**src/rtl/m2_stage.sv**
```systemverilog
// Second memory pipeline stage: waits for the DCache load response, extracts/merges
// load data, and feeds the final GPR result to write-back and the forwarding network.
module m2_stage #(
    parameter int M1_TO_MS_BUS_WD = 149,
    parameter int MS_TO_WS_BUS_WD = 70
) (
    input  logic                       clk,
    input  logic                       reset,
    input  logic                       ws_allowin,
    output logic                       ms_allowin,
    input  logic                       m1s_to_ms_valid,
    input  logic [M1_TO_MS_BUS_WD-1:0] m1s_to_ms_bus,
    output logic                       ms_to_ws_valid,
    output logic [MS_TO_WS_BUS_WD-1:0] ms_to_ws_bus,
    input  logic                       data_data_ok,
    input  logic [31:0]                data_rdata,
    output logic [4:0]                 ms_dest,
    output logic [31:0]                ms_result,
    output logic                       ms_load_wait
);

    typedef enum logic [1:0] {
        ST_EMPTY    = 2'd0,
        ST_WAIT     = 2'd1,
        ST_BUFFERED = 2'd2,
        ST_READY    = 2'd3
    } state_t;

    state_t                     state_q, state_d;
    logic                       ms_valid_q, ms_valid_d;
    logic [M1_TO_MS_BUS_WD-1:0] bus_q, bus_d;
    logic [31:0]                rdata_buf_q, rdata_buf_d;

    logic        inst_mfc0;
    logic [31:0] cp0_data;
    logic        ex;
    logic [31:0] rt_value;
    logic [11:0] mem_inst;
    logic        res_from_mem;
    logic        gr_we;
    logic [4:0]  dest;
    logic [31:0] alu_result;
    logic [31:0] pc;

    assign inst_mfc0    = bus_q[148];
    assign cp0_data     = bus_q[147:116];
    assign ex           = bus_q[115];
    assign rt_value     = bus_q[114:83];
    assign mem_inst     = bus_q[82:71];
    assign res_from_mem = bus_q[70];
    assign gr_we        = bus_q[69];
    assign dest         = bus_q[68:64];
    assign alu_result   = bus_q[63:32];
    assign pc           = bus_q[31:0];

    logic        is_load;
    logic        in_is_load;
    logic        ms_ready_go;
    logic        gr_we_final;
    logic [1:0]  addr;
    logic [31:0] load_data;
    logic [7:0]  load_byte;
    logic [15:0] load_half;
    logic [31:0] load_result;
    logic [31:0] final_result;

    // Excepted loads never issued a DCache read, so they must not wait for one.
    assign is_load    = res_from_mem & ~ex;
    assign in_is_load = m1s_to_ms_bus[70] & ~m1s_to_ms_bus[115];

    assign ms_ready_go = (state_q == ST_READY) | (state_q == ST_BUFFERED)
                       | ((state_q == ST_WAIT) & data_data_ok);
    assign ms_allowin     = ~ms_valid_q | (ms_ready_go & ws_allowin);
    assign ms_to_ws_valid = ms_valid_q & ms_ready_go;

    always_ff @(posedge clk) begin
        if (reset) begin
            state_q     <= ST_EMPTY;
            ms_valid_q  <= 1'b0;
            bus_q       <= '0;
            rdata_buf_q <= '0;
        end else begin
            state_q     <= state_d;
            ms_valid_q  <= ms_valid_d;
            bus_q       <= bus_d;
            rdata_buf_q <= rdata_buf_d;
        end
    end

    // Stray data_data_ok outside WAIT falls through every branch and is dropped.
    always_comb begin
        state_d     = state_q;
        ms_valid_d  = ms_valid_q;
        bus_d       = bus_q;
        rdata_buf_d = rdata_buf_q;
        if (ms_allowin) begin
            if (m1s_to_ms_valid) begin
                ms_valid_d = 1'b1;
                bus_d      = m1s_to_ms_bus;
                state_d    = in_is_load ? ST_WAIT : ST_READY;
            end else begin
                ms_valid_d = 1'b0;
                state_d    = ST_EMPTY;
            end
        end else if ((state_q == ST_WAIT) && data_data_ok) begin
            rdata_buf_d = data_rdata;
            state_d     = ST_BUFFERED;
        end
    end

    assign addr      = alu_result[1:0];
    assign load_data = (state_q == ST_BUFFERED) ? rdata_buf_q : data_rdata;

    always_comb begin
        load_byte = load_data[7:0];
        case (addr)
            2'd0:    load_byte = load_data[7:0];
            2'd1:    load_byte = load_data[15:8];
            2'd2:    load_byte = load_data[23:16];
            default: load_byte = load_data[31:24];
        endcase
    end

    assign load_half = addr[1] ? load_data[31:16] : load_data[15:0];

    // lwl/lwr merge the loaded bytes into the old rt value, little-endian.
    always_comb begin
        load_result = load_data;
        case (mem_inst)
            12'h001: load_result = {{24{load_byte[7]}}, load_byte};
            12'h002: load_result = {24'd0, load_byte};
            12'h004: load_result = {{16{load_half[15]}}, load_half};
            12'h008: load_result = {16'd0, load_half};
            12'h020: begin
                case (addr)
                    2'd0:    load_result = {load_data[7:0],  rt_value[23:0]};
                    2'd1:    load_result = {load_data[15:0], rt_value[15:0]};
                    2'd2:    load_result = {load_data[23:0], rt_value[7:0]};
                    default: load_result = load_data;
                endcase
            end
            12'h040: begin
                case (addr)
                    2'd0:    load_result = load_data;
                    2'd1:    load_result = {rt_value[31:24], load_data[31:8]};
                    2'd2:    load_result = {rt_value[31:16], load_data[31:16]};
                    default: load_result = {rt_value[31:8],  load_data[31:24]};
                endcase
            end
            default: load_result = load_data;
        endcase
    end

    always_comb begin
        final_result = alu_result;
        if (inst_mfc0) begin
            final_result = cp0_data;
        end else if (is_load) begin
            final_result = load_result;
        end
    end

    assign gr_we_final  = gr_we & ~ex & ms_valid_q;
    assign ms_to_ws_bus = {gr_we_final, dest, final_result, pc};

    assign ms_dest      = (ms_valid_q & gr_we_final) ? dest : 5'd0;
    assign ms_result    = final_result;
    assign ms_load_wait = ms_valid_q & (state_q == ST_WAIT) & ~data_data_ok;

endmodule

```
**config.mk**
```make
export PLATFORM = sky130hd
export DESIGN_NAME = m2_stage
export DESIGN_NICKNAME = d
export VERILOG_FILES = /design/src/rtl/m2_stage.sv
export SDC_FILE = /design/constraint.sdc
export NUM_CORES = 1
export LEC_CHECK = 0
export ABC_AREA = 1
export BUFFER_PORTS_ARGS = -buffer_cell sky130_fd_sc_hd__buf_2
export CORE_MARGIN = 2
export CORE_UTILIZATION = 56
export DETAILED_ROUTE_END_ITERATION = 6
export PLACE_DENSITY = 0.91
export SLEW_MARGIN = 30
export SYNTH_ARGS = -nofsm -noshare
export SYNTH_HDL_FRONTEND = slang
export SYNTH_SLANG_ARGS = --single-unit
```
**constraint.sdc**
```tcl
create_clock -name clk -period 5.8 [get_ports clk]
set_clock_uncertainty 0.05 [all_clocks]
set_input_delay 1.74 -clock clk [delete_from_list [all_inputs] [get_ports clk]]
set_output_delay 1.74 -clock clk [all_outputs]
set_load 0.01 [all_outputs]
```
==> reports/results.txt, run 1 <==
Crit path required time = 4010 ps
Power per standard cell area = 277.9 nW/µm²
FFs w/ async S/R, synth = 0
Vias/cell = 5.580
Count leader, synth = nand2_1
Final setup vio count = 0
Yosys warning count = 0
Layout Area Growth over Synthesis = 12.91%
H-tree levels = 4
Max-cap violations = 0
Reg clk slew, reported paths = 80 ps
R2R Setup Slk = 2720 ps
Slew Limit Fails = 0
Mapped Cells = 1,773
CTS sink count = 184
Post-layout min period = 5209 ps
Hold Path Depth = 2
Synth Register Bits = 184
Placed cell areas = 11,860 µm²
DR vias = 12,281
CTS tree = done
Cell area after layout = 12,440 µm²
Gpl congestion = 0.9771
Initial detailed-routing violation count = 1,065
Status = completed
Worst path depth = 12
First-pass DRT Iterations = 5
Setup WS post-layout = 591.3 ps
Final Util = 0.6413
Syn Area/Cell = 6.214 µm²
Starting Density = 0.5679
Post-synth top area share = 0.3344
F_max = 192.0 MHz
# resized after CTS = 0
Multi-input logic area = 5816 µm²
Reg area = 3684 µm²
Critical Path End Type = output port
Cell area after synthesis = 11,020 µm²
Worst Path Arrival = 3420 ps
CTS Hold Bufs = 0
Synth area leaders = dfxtp_1, nand2_1, a21oi_1
Crit path kind = reg -> out
Filler instances = 1,803
CP max-delay cell = dfxtp_1
WL final = 37,700 µm
Seq/Total Area, Yosys = 0.3344
Final net count = 2,108
Pre-CTS WS = 702.7 ps
Commonest cells in the netlist = nand2_1, nor2_1, a21oi_1, dfxtp_1, nand3_1
Post-synth top flop = dfxtp_1
# IOs = 296
Num rows = 51
Kind of cell adding the most delay to the critical path = buffers and inverters
Slew @ Worst Pin = 854.2 ps
Die Area = 20,810 µm²
Placed insts = 2,168
Largest area contributor in the synthesized netlist = dfxtp_1
Crit path largest cell delay = 800 ps
Lkg Pwr = 5.896 nW
VDD IR-drop max = 195.5 µV
Crit share post-route = 0.8981
CP Max Fanout = 20
Post-route setup TNS = 0 ps
Largest net degree at the start of global routing = 98
Non-filler instance count after layout = 2,201
Number of CTS-inserted buffers = 17
Syn nets = 1,959
Layout cell share with drive strength beyond 1 = 0.2021
Final Hold Fails = 0
CP Cell Sequence = inv_1 > nor2_1 > buf_4 > nand3_1 > nand3_1 > nand2_1 > nand2_1 > inv_1 > nand3_1 > nand2_1 > a21oi_1 > buf_2
Hold Path Class = reg -> reg
Hpwl dp = 27,490 µm
CP Launch Type = flop
Initial antenna violation count = 1
Vias in the first global route = 10,755
Port bufs = 295
Register-to-Register Path Depth = 9
Routed Antenna Nets = 0
Drt wl/cell = 17.13 µm
Post-CTS setup buffer count = 0
Netlist cell types = 34
GRT Resource Usage Total = 0.3538
WP buf/inv = 4
Core Area = 19,400 µm²
RSZ-0062 raised after global routing = no
First-pass GRT wire length = 57,200 µm
CTS Root Cell = clkbuf_16
Number of flops mapped to enable cells by yosys = 0
Clock Path Buffers = 2
Die width = 144.3 µm
Grt ovf = 0
Residual DRC count = 0
Worst-Skew Late Latency = 440 ps
Die Span Y = 144.3 µm
Rel. slew slack = 0.4292
[registers in the layout, indices dropped and copies added, names as in the netlist]
signal / flops
bus_q: 149
ms_valid_q: 1
rdata_buf_q: 32
state_q: 2
[cell usage in the layout (no fill, tap or decap), types with 3 or more instances in the layout]
| master | count |
|---|---|
| a211oi_1 | 50 |
| a21oi_1 | 212 |
| buf_2 | 294 |
| buf_4 | 21 |
| clkbuf_16 | 17 |
| clkinv_4 | 4 |
| dfxtp_1 | 184 |
| inv_1 | 93 |
| inv_2 | 7 |
| inv_8 | 4 |
| nand2_1 | 556 |
| nand2_2 | 7 |
| nand2_4 | 3 |
| nand3_1 | 171 |
| nand4_1 | 17 |
| nor2_1 | 234 |
| nor2_4 | 8 |
| nor3_1 | 6 |
| o21ai_0 | 7 |
| o21ai_1 | 4 |
| o21ai_2 | 5 |
| or2_2 | 9 |
[cells by family after synthesis]
family	synth area share
buffers and inverters	0.1380
DFF	0.3344
and+or+nand+nor	0.3854
AOI/OAI and AO/OA	0.1423
[worst paths after layout]
kind,from,endpoint
worst max-delay path,bus_q[32],ms_result[17]
worst min-delay path,bus_q[30],bus_q[30]
worst max register to register,state_q[1],bus_q[54]
worst min register to register,bus_q[30],bus_q[30]
[through the flow]
| stage | hold slack, ps | power, mW |
|---|---|---|
| after floorplan | 383.9 | 2.056 |
| after global placement | 393.8 | 2.281 |
| after detailed placement | 399.2 | 2.294 |
| after CTS | 412.0 | 3.446 |
| after global routing | 425.4 | 3.616 |
| final | 410.0 | 3.457 |
[metal layers]
metal	GRT usage	routed length (µm)	vias up
met5	0	0	-
met1	0.4785	15700	5589
li1	-	-	5939
met2	0.5501	17180	646
met3	0.06225	3164	107
met4	0.1666	1659	0
[area by class of cell]
type                            instances  share of cell area
Antenna cell                            1           0.0002012
Clock buffer                           18             0.03450
Clock inverter                         14             0.01217
Inverter                              102             0.03098
Multi-Input combinational cell       1301              0.4675
Sequential cell                       184              0.2961
Tap cell                              265             0.02665
Timing Repair Buffer                  316              0.1319
[worst min-delay path, cell delays in order (launching register included)]
cell	delay [ps]
dfxtp_1	310
nand2_1	60
a21oi_1	50
[power by group]
group	total, mW	switching (mW)	internal (mW)	leakage, nW
sequential	1.39	0.0513	1.34	1.51
clock	1.17	0.591	0.578	0.285
combinational	0.898	0.599	0.299	4.10
No activity file was read; power rests on OpenSTA's default activity.
==> run 2, diff against run 1 <==
--- a/config.mk
+++ b/config.mk
@@ -10,6 +10,8 @@
 export CORE_MARGIN = 2
 export CORE_UTILIZATION = 56
 export DETAILED_ROUTE_END_ITERATION = 6
+export GPL_TIMING_DRIVEN = 0
+export MAX_ROUTING_LAYER = met4
 export PLACE_DENSITY = 0.91
 export SLEW_MARGIN = 30
 export SYNTH_ARGS = -nofsm -noshare
==> reports/results.txt, run 2 (synthesis gave the netlist of run 1 again) <==
Status = completed
Layout Area Growth over Synthesis = 22.24%
Worst hold slack = 414.2 ps (+4.241 ps)
Slew Limit Fails = 0 (unchanged)
Die width = 144.3 µm (unchanged)
Sequential power share = 0.371 (-0.031)
WL final = 44,700 µm (+19%)
# IOs = 296 (unchanged)
Core Area = 19,400 µm² (unchanged)
Sw power = 1.335 mW (+7.6%)
Comb pwr share = 0.286 (+0.026)
CP Max Fanout = 4 (-80%)
Die Area = 20,810 µm² (unchanged)
DR vias = 13,460 (+9.6%)
Internal = 2.401 mW (+8.4%)
Final Hold Fails = 0 (unchanged)
Critical Path End Type = output port
CTS tree = done
Worst Path Arrival = 3650 ps (+230 ps)
Net switching fraction of the power = 0.3573 (-0.001742)
Port bufs = 294 (-0.34%)
CP Launch Type = input port
Die Span Y = 144.3 µm (unchanged)
Crit path kind = in -> out
Initial detailed-routing violation count = 1,669 (+57%)
Filler instances = 1,745 (-3.2%)
Final Util = 0.6942 (+0.05295)
Largest register FFs = 149 (unchanged)
Crit share post-route = 0.9373 (+0.03929)
Crit path required time = 4010 ps (about the same)
Initial antenna violation count = 0 (-1)
Gpl congestion = 1.064 (+8.9%)
Hold Path Class = reg -> reg
Number of CTS-inserted buffers = 17 (unchanged)
Slew @ Worst Pin = 1049 ps (+195.1 ps)
H-tree levels = 4 (unchanged)
CTS Root Cell = clkbuf_16
Layout cell share with drive strength beyond 1 = 0.2420 (+0.03995)
# resized after CTS = 0 (unchanged)
Most common cell after layout, fill and taps aside = nand2_1
Hpwl dp = 35,270 µm (+28%)
Reg clk slew, reported paths = 80 ps (about the same)
Vias in the first global route = 11,684 (+8.6%)
Top flop regs = bus_q (149), rdata_buf_q (32), state_q (2)
Vias/cell = 5.694 (+2.0%)
Starting Density = 0.5679 (unchanged)
First-pass GRT wire length = 64,990 µm (+14%)
RSZ-0062 raised after global routing = no
CTS sink count = 184 (unchanged)
Lkg Pwr = 6.530 nW (+11%)
Grt ovf = 0 (unchanged)
Most frequent cells in the layout = nand2_1, buf_2, nor2_1
First-pass DRT Iterations = 6 (+1)
Largest register by flop count = bus_q
Final Power = 3.736 mW (+8.1%)
Power per standard cell area = 277.4 nW/µm² (-0.16%)
Residual DRC count = 0 (unchanged)
Rel. slew slack = 0.3005 (-0.1287)
Clock group share of total power = 0.343 (+0.005)
# diodes = 0 (-1)
Clock Path Buffers = 2 (unchanged)
VDD IR-drop max = 202.9 µV (+3.7%)
Routed Antenna Nets = 0 (unchanged)
GRT Resource Usage Total = 0.4271 (+0.07328)
Num rows = 51 (unchanged)
Max-cap violations = 0 (unchanged)
Final setup vio count = 0 (unchanged)
F_max = 183.9 MHz (-4.2%)
Post-route setup TNS = 0 ps (unchanged)
Worst-Skew Late Latency = 450 ps (about the same)
CTS Hold Bufs = 0 (unchanged)
Drt wl/cell = 18.91 µm (+10%)
Post-CTS setup buffer count = 0 (unchanged)
Final net count = 2,272 (+7.8%)
Largest net degree at the start of global routing = 21 (-79%)
Post-layout min period = 5437 ps (+227.9 ps)
==> run 2: cell types whose count changed in the layout (fill, tap and decap cells not counted), moves of 2 or more <==
cell	before	now
buf_4	21	83
clkinv_4	4	2
clkbuf_1	1	41
bufinv_16	0	2
buf_6	1	9
buf_1	0	5
clkinv_8	2	4
buf_2	294	342
==> run 2: layout make-up <==
class / instances / area [µm²] / share of cell area
buffer: 186 / 1137 / 0.08446
tap: 265 / 331.6 / 0.02462
inverter: 102 / 382.9 / 0.02843
sequential: 184 / 3684 / 0.2735
clock buffer: 17 / 425.4 / 0.03159
clock inverter: 15 / 221.5 / 0.01645
multi-input combinational: 1301 / 5813 / 0.4317
timing repair buffer: 294 / 1471 / 0.1093
==> run 2: final timing paths <==
check | from | end | slack, ps | cells after the start
setup / recovery | data_rdata[14] | ms_to_ws_bus[46] | 360 | 11
hold / removal | rdata_buf_q[0] | rdata_buf_q[0] | 410 | 2
setup reg to reg | state_q[0] | bus_q[15] | 3630 | 8
hold reg to reg | rdata_buf_q[0] | rdata_buf_q[0] | 410 | 2
==> run 2: critical path, stage by stage <==
cell and delay (ps):
buf_2 100, nand2_1 140, nand2_1 230, nand2_1 120, nand2_1 60, o21ai_0 490
nand4_1 230, nand2_1 140, a21oi_1 110, buf_4 140, buf_2 130
==> run 2: routing by layer <==
| metal | GRT usage | wire length, µm | up-vias |
|---|---|---|---|
| met3 | 0.09205 | 4964 | 102 |
| met4 | 0.1472 | 1494 | 0 |
| met1 | 0.5629 | 18220 | 6246 |
| li1 | - | - | 6268 |
| met5 | - | 0 | - |
| met2 | 0.6524 | 20020 | 844 |
==> run 2: power groups by stage <==
stage / clock [mW] / sequential, mW / combinational (mW)
CTS: 1.27 / 1.38 / 1.04
floorplan: 0 / 1.40 / 0.660
global route: 1.32 / 1.39 / 1.15
finish: 1.28 / 1.39 / 1.07
detailed placement: 0 / 1.41 / 1.03
global placement: 0 / 1.41 / 1.02
==> run 2: through the flow <==
| step | setup slack, ps | instances | area [µm²] |
|---|---|---|---|
| after detailed placement | 555.0 | 2332 | 12820 |
| final | 363.4 | 2364 | 13470 |
| after global routing | 355.3 | 2364 | 13470 |
| after floorplan | 1137 | 1773 | 11020 |
| after CTS | 551.0 | 2364 | 13470 |
| after global placement | 497.8 | 2332 | 12820 |
